**src/rtl/sme_pkg.sv**
```systemverilog
// Shared sme definitions: mask-pool FSM states and pool sizing helper.
package sme_pkg;

  localparam int SME_LANES = 25;

  typedef enum logic [1:0] {
    WARMUP = 2'd0,
    SERVE  = 2'd1,
    REFILL = 2'd2
  } pool_state_t;

  // Number of whole mask words that fit in one keccak state.
  function automatic int sme_nw(input int lw, input int mw);
    return (lw * SME_LANES) / mw;
  endfunction

endpackage

```
**src/rtl/sme_mask_pool.sv**
```systemverilog
// Slices the sme_keccak state into mask words, serves them over valid/ready,
// and strobes the permutation to warm up after reset and to refill each pool.
module sme_mask_pool
  import sme_pkg::*;
#(
  parameter  int LW     = 8,
  parameter  int MW     = 8,
  parameter  int WARM   = 24,
  parameter  int ROUNDS = 2,
  localparam int NW     = sme_nw(LW, MW),
  localparam int WLW    = $clog2(NW + 1)
) (
  input  logic                    g_clk,
  input  logic                    g_reset,
  input  logic [LW*SME_LANES-1:0] kstate,
  output logic                    k_update,
  input  logic                    flush,
  output logic                    mask_valid,
  input  logic                    mask_ready,
  output logic [MW-1:0]           mask,
  output logic [WLW-1:0]          words_left
);

  localparam int IW   = (NW > 1) ? $clog2(NW) : 1;
  localparam int UMAX = (WARM > ROUNDS) ? WARM : ROUNDS;
  localparam int CW   = (UMAX > 1) ? $clog2(UMAX) : 1;

  localparam logic [CW-1:0] WARM_LAST  = CW'(WARM - 1);
  localparam logic [CW-1:0] ROUND_LAST = CW'(ROUNDS - 1);
  localparam logic [IW-1:0] IDX_LAST   = IW'(NW - 1);

  pool_state_t   state;
  logic [CW-1:0] ucnt;
  logic [IW-1:0] idx;

  // NOTE: all state uses non-blocking assignments so every branch sees the
  // pre-edge values of state, ucnt and idx regardless of statement order.
  always_ff @(posedge g_clk or posedge g_reset) begin
    if (g_reset) begin
      state <= WARMUP;
      ucnt  <= '0;
      idx   <= '0;
    end else begin
      case (state)
        WARMUP: begin
          if (ucnt == WARM_LAST) begin
            state <= SERVE;
            ucnt  <= '0;
            idx   <= '0;
          end else begin
            ucnt <= ucnt + CW'(1);
          end
        end
        SERVE: begin
          // A transfer on the last word and a flush both end the pool; a
          // word taken alongside the flush is already counted as delivered.
          if ((mask_ready && idx == IDX_LAST) || flush) begin
            state <= REFILL;
            ucnt  <= '0;
            idx   <= '0;
          end else if (mask_ready) begin
            idx <= idx + IW'(1);
          end
        end
        REFILL: begin
          if (flush) begin
            ucnt <= '0;
          end else if (ucnt == ROUND_LAST) begin
            state <= SERVE;
            ucnt  <= '0;
            idx   <= '0;
          end else begin
            ucnt <= ucnt + CW'(1);
          end
        end
        default: begin
          state <= WARMUP;
          ucnt  <= '0;
          idx   <= '0;
        end
      endcase
    end
  end

  // The permutation must not advance while reset holds the pool idle.
  assign k_update   = !g_reset && (state == WARMUP || state == REFILL);
  assign mask_valid = (state == SERVE);
  assign mask       = kstate[idx*MW +: MW];
  assign words_left = mask_valid ? (WLW'(NW) - WLW'(idx)) : '0;

endmodule

```
**config.mk**
```make
export PLATFORM = sky130hd
export DESIGN_NAME = sme_mask_pool
export DESIGN_NICKNAME = d
export VERILOG_FILES = /design/src/rtl/sme_pkg.sv /design/src/rtl/sme_mask_pool.sv
export SDC_FILE = /design/constraint.sdc
export NUM_CORES = 1
export LEC_CHECK = 0
export CORE_UTILIZATION = 29
export CTS_BUF_LIST = sky130_fd_sc_hd__clkbuf_4 sky130_fd_sc_hd__clkbuf_8
export CTS_CLUSTER_DIAMETER = 30
export DETAILED_ROUTE_END_ITERATION = 10
export GPL_TIMING_DRIVEN = 0
export PLACE_DENSITY = 0.79
export SLEW_MARGIN = 20
export SYNTH_ARGS = -nofsm -noshare
export SYNTH_HDL_FRONTEND = slang
export SYNTH_SLANG_ARGS = --single-unit
```
**constraint.sdc**
```tcl
create_clock -name g_clk -period 1.8 [get_ports g_clk]
set_input_delay 0.36 -clock g_clk [delete_from_list [all_inputs] [get_ports g_clk]]
set_output_delay 0.36 -clock g_clk [all_outputs]
set_load 0.005 [all_outputs]
```
After elaboration in Yosys (flattened, before gate mapping)
Index checks and enable logic that the tools add are counted.
{ "op_classes": {"n_div": 0, "addsub": 3, "n_lt_le_gt_ge": 0, "reduce_logical": 8, "n_mul": 0, "n_eq_ne": 10, "bitwise": 0, "shift": 1, "muxes": 17} }
{ "ops": {"columns": ["op", "count"], "rows": [
  ["indexed part select 200 x 9 -> 8 bit", 1],
  ["2-to-1 mux 5 bit", 10],
  ["one-hot mux 5 bit (3 select lines)", 2],
  ["adder 5 x 1 -> 5 bit (second input constant)", 2],
  ["== test 5 bit (second input constant)", 2],
  ["2-to-1 mux 2 bit", 4],
  ["AND reduction 4 bit", 2],
  ["!= test 2 bit (second input constant)", 3],
  ["one-hot mux 2 bit (3 select lines)", 1],
  ["== test 5 x 1 -> 1 bit (second input constant)", 1],
  ["subtractor 5 bit (first input constant)", 1],
  ["!= test 3 x 1 -> 1 bit (second input constant)", 1],
  ["== test 2 x 1 -> 1 bit (second input constant)", 1],
  ["== test 2 bit (second input constant)", 1],
  ["logical AND 1 bit", 2],
  ["logical NOT 2 bit", 1],
  ["logical OR 1 bit", 2],
  ["!= test 2 x 1 -> 1 bit (second input constant)", 1],
  ["logical NOT 1 bit", 1]
]} }
{ "word_totals": {"memories": 0, "reg_bits": 12, "rom_bits": 0, "output_inout_bits": 15, "ramBits": 0, "latchBits": 0, "in_bits": 204} }

Depth between registers and ports, before layout
{ "depth": {"depth_word": 5, "ltp_mapped": 8, "ltp_nobuf": 6} }

Worst setup path after synthesis
Ideal clock, no wire load.
{ "synth_path": {"kind": "register -> output", "startpoint": "reg idx[1]", "endpoint": "out mask[1]", "t_arrival_ns": 1.635, "t_required_ns": 1.440, "setup_slack_ns": -0.195, "path_stages_with_launch": 7, "path_cell_list": "dfrtp_1 > buf_2 > buf_6 > buf_6 > nor3_1 > a21boi_0 > a32oi_1"} }
{ "synth_between": {"elab_chain_len": 1} }
{ "synth_lines": {"columns": ["element", "line", "rtl"], "rows": [
  ["from (decl)", "sme_mask_pool.sv:34", "logic [IW-1:0] idx;"],
  ["from (signal assigned)", "sme_mask_pool.sv:62", "idx <= idx + IW'(1);"],
  ["indexed part select 200 x 9 -> 8 bit", "sme_mask_pool.sv:88", "assign mask = kstate[idx*MW +: MW];"],
  ["to (decl)", "sme_mask_pool.sv:20", "output logic [MW-1:0] mask,"]
]} }
No other way between the ends.

Worst setup path after layout
{ "layout_path": {"startpoint": "reg idx[1]", "endpoint": "out mask[6]"} }
Same word-level chain as after synthesis.

==> results.json <==
{
  "io_buffers": 217,
  "ys.flop_type": "dfrtp_1",
  "crit_buf_inv": 4,
  "postLayoutSetupSlackWorst_ns": -0.583,
  "leakage_nw": 2.04,
  "use_met3": 0.0574,
  "critPathTopFamily": "buffers and inverters",
  "die_y_um": 93.7,
  "grt-ovfl-total": 0,
  "grtUsageMet2": 0.526,
  "rsz0062_at_grt": "true",
  "cts_buffer_depth": 2,
  "worstPathRequired_ns": 1.44,
  "numCtsBuffers": 3,
  "clkTransAtPathRegs_ns": 0.06,
  "relSlewSlack": 0.668,
  "crit_top_cell": "buf_12",
  "clockRootBuffer": "clkbuf_8",
  "p_comb_frac": 0.814,
  "max-vdd-ir-drop_v": 0.000691,
  "finalMaxSlewViolations": 0,
  "clk_latency_ns": 0.25,
  "max_stage_delay_ns": 0.51,
  "drive_gt1_frac": 0.334,
  "synth_edf_count": 0,
  "grt_usage": 0.272,
  "vias": 3352,
  "clkSinkCount": 12,
  "seqPwrFrac": 0.105,
  "critPathLaunchType": "register",
  "yosysTopAreaCell": "mux4_2",
  "wl_per_cell_um": 21.8,
  "drtAntennaViolNets": 0,
  "period_needed_ns": 2.38,
  "yosysUniqueCellTypes": 46,
  "finalWirelength_mm": 13.2,
  "skew_ns": 0.00686,
  "min_path_type": "primary input to async pin",
  "hold_violations": 0,
  "avgSynthCellArea_um2": 9.90,
  "area.sequential_um2": 300,
  "grt_pass1_vias": 3488,
  "globalRouteMet1Util": 0.298,
  "multi_input_area_mm2": 0.00228,
  "ys_seq_area_frac": 0.123,
  "dp_hpwl_mm": 9.90,
  "setup_viol": 24,
  "violations": "negative setup slack",
  "core_area_mm2": 0.00818,
  "max_freq_mhz": 420,
  "power_mw": 3.80,
  "sw_frac_of_total": 0.385,
  "grt_first_pass_wirelength_mm": 18.2,
  "rows": 33,
  "crit_slowest_cell": "mux4_2",
  "placedCellCount": 568,
  "finish.net_count": 711,
  "grt_max_degree": 13,
  "top_usage_layer": "met2",
  "syn_to_final_growth_pct": 130,
  "stdcell_count": 605,
  "worst_pin_slew_ns": 0.497,
  "outcome": "finished, violations left",
  "internal-power_mw": 2.33,
  "cts_tree": "yes",
  "synth_nets": 456,
  "fp.dieArea_mm2": 0.00877,
  "fin_crit_sh": 1.32,
  "cts.htree.levels": 1,
  "gp_congestion": 0.952,
  "pre_cts_ws_ns": -0.819,
  "yosys_warnings": 0,
  "syn_inst": 246,
  "async_reset_ff_frac": 1.00,
  "switching_power_mw": 1.46,
  "via_per_inst": 5.54,
  "critical_path.cell_chain": "buf_6 -> buf_12 -> buf_12 -> mux4_2 -> o21ai_2 -> a32oi_1 -> buf_2",
  "initial_core_util": 0.298,
  "synth_area_leaders": "mux4_2, mux2i_1, dfrtp_1",
  "ys_ff_latch": 12,
  "endpoint_kind": "output pin",
  "nFillCells": 588,
  "drc": 0,
  "num_antenna_cells": 0,
  "p_per_area_mw_per_mm2": 679,
  "cp.arrival_ns": 2.02,
  "syn-cell-area_mm2": 0.00244,
  "drtPass1Iterations": 6,
  "p_clk_frac": 0.081,
  "synth_top_cell_area_share": 0.268,
  "worstSetupPathType": "register to output pin",
  "antenna_found_initial": 0,
  "num_io_pins": 219,
  "crit_fanout": 4,
  "dr.first_iter.drc_count": 165,
  "fp.dieW_um": 93.7,
  "cap_violations": 0
}
-- synth_stat cells, types with 2 or more instances --
master	number
a211o_2	2
a211oi_1	7
a21boi_0	3
a221oi_1	11
a22oi_1	5
a311oi_1	3
a32oi_1	8
and2_1	2
buf_2	12
buf_4	3
buf_6	2
clkbuf_1	7
dfrtp_1	12
ha_1	6
inv_1	9
mux2_2	3
mux2i_1	36
mux4_2	29
nand2_1	10
nand3_1	10
nor2_1	11
nor2b_1	3
nor3_1	7
o21ai_0	15
o22ai_1	7
xnor2_1	3
-- flip-flops by register name, summed over array words and instances (netlist names) --
signal,cells
idx,5
state,2
ucnt,5
-- power by group through the flow --
stage          Sequential, mW  Combinational (mW)  Clock (mW)
2_1_floorplan           0.390                1.43           0
3_3_place_gp            0.398                2.36           0
3_5_place_dp            0.403                2.42           0
4_1_cts                 0.393                2.81       0.309
5_1_grt                 0.409                3.26       0.324
6_report                0.399                3.09       0.307
-- per-stage QoR --
| stage | hold slack, ns | cell area, um2 | setup TNS, ns | utilization |
|---|---|---|---|---|
| 2_1_floorplan | 0.225 | 2510 | -0.0622 | - |
| 3_3_place_gp | 0.516 | 4810 | -10.16 | 0.589 |
| 3_5_place_dp | 0.534 | 4810 | -11.21 | 0.589 |
| 4_1_cts | 0.476 | 5370 | -5.14 | 0.657 |
| 5_1_grt | 0.492 | 5590 | -9.37 | 0.684 |
| 6_report | 0.459 | 5590 | -8.28 | 0.684 |
-- placed cells by master (no fill, tap or decap), drive strengths merged, types with 9 or more instances in the layout --
cell           netlist  final
a221oi              11     11
a32oi                9      9
buf                 18     64
clkbuf               8     12
clkdlybuf4s50        0    203
dfrtp               12     12
inv                  9      9
mux2i               36     36
mux4                29     29
nand2               10     10
nand3               10     10
nor2                11     11
o21ai               15     15
-- path summary, 6_finish.rpt --
path	slack, ns	to	depth (start not counted)	from
setup / recovery	-0.58	mask[6]	7	idx[1]$_DFFE_PP0P_
hold / removal	0.46	ucnt[4]$_DFFE_PP0P_	2	g_reset
setup reg to reg	-0.33	idx[3]$_DFFE_PP0P_	11	idx[1]$_DFFE_PP0P_
hold reg to reg	0.54	ucnt[0]$_DFFE_PP0P_	1	ucnt[0]$_DFFE_PP0P_
max in group asynchronous	1.00	state[0]$_DFFE_PP0P_	2	g_reset
min in group g_clk	0.48	idx[0]$_DFFE_PP0P_	3	mask_ready
-- worst reg2reg max path, cell delays in order (launching register included) --
cell and delay [ns]:
dfrtp_1 0.40, buf_6 0.15, buf_12 0.13, buf_12 0.14, buf_4 0.13, buf_6 0.12, inv_8 0.06, buf_6 0.10
ha_4 0.13, a41oi_4 0.15, a211o_1 0.31, a22o_1 0.21
-- cell type report --
type                            count  share of cell area
Clock buffer                        4             0.00985
Buffer                             26              0.0613
Timing Repair Buffer              250               0.436
Inverter                            9             0.00738
Tap cell                          105              0.0235
Multi-Input combinational cell    199               0.408
Sequential cell                    12              0.0537
-- metal layers --
layer / routed length [um] / vias up
met3: 1020 / 39
met5: 0 / -
met4: 429 / 0
met2: 7010 / 158
li1: - / 1527
met1: 4730 / 1628
-- what timing repair did --
item | 4_1_cts | 5_1_grt
cloned | 1 | 1
buffers inserted | 25 | 7
pin swaps | 26 | 18
hold buffers | 0 | 0
endpoints found under the setup margin | 22 | 26
gates resized for setup | 134 | 47
-- cell families (layout without fill, tap and decap cells) --
| kind of cell | Yosys count | count (layout) | synth area share |
|---|---|---|---|
| xor+xnor | 4 | 4 | 0.0144 |
| compound gates | 71 | 71 | 0.227 |
| mux | 68 | 68 | 0.430 |
| buf+inv | 35 | 289 | 0.0714 |
| fa+ha+maj | 6 | 6 | 0.0308 |
| simple gates | 50 | 50 | 0.104 |
| flops | 12 | 12 | 0.123 |
Power figures use the tool's default switching activity.
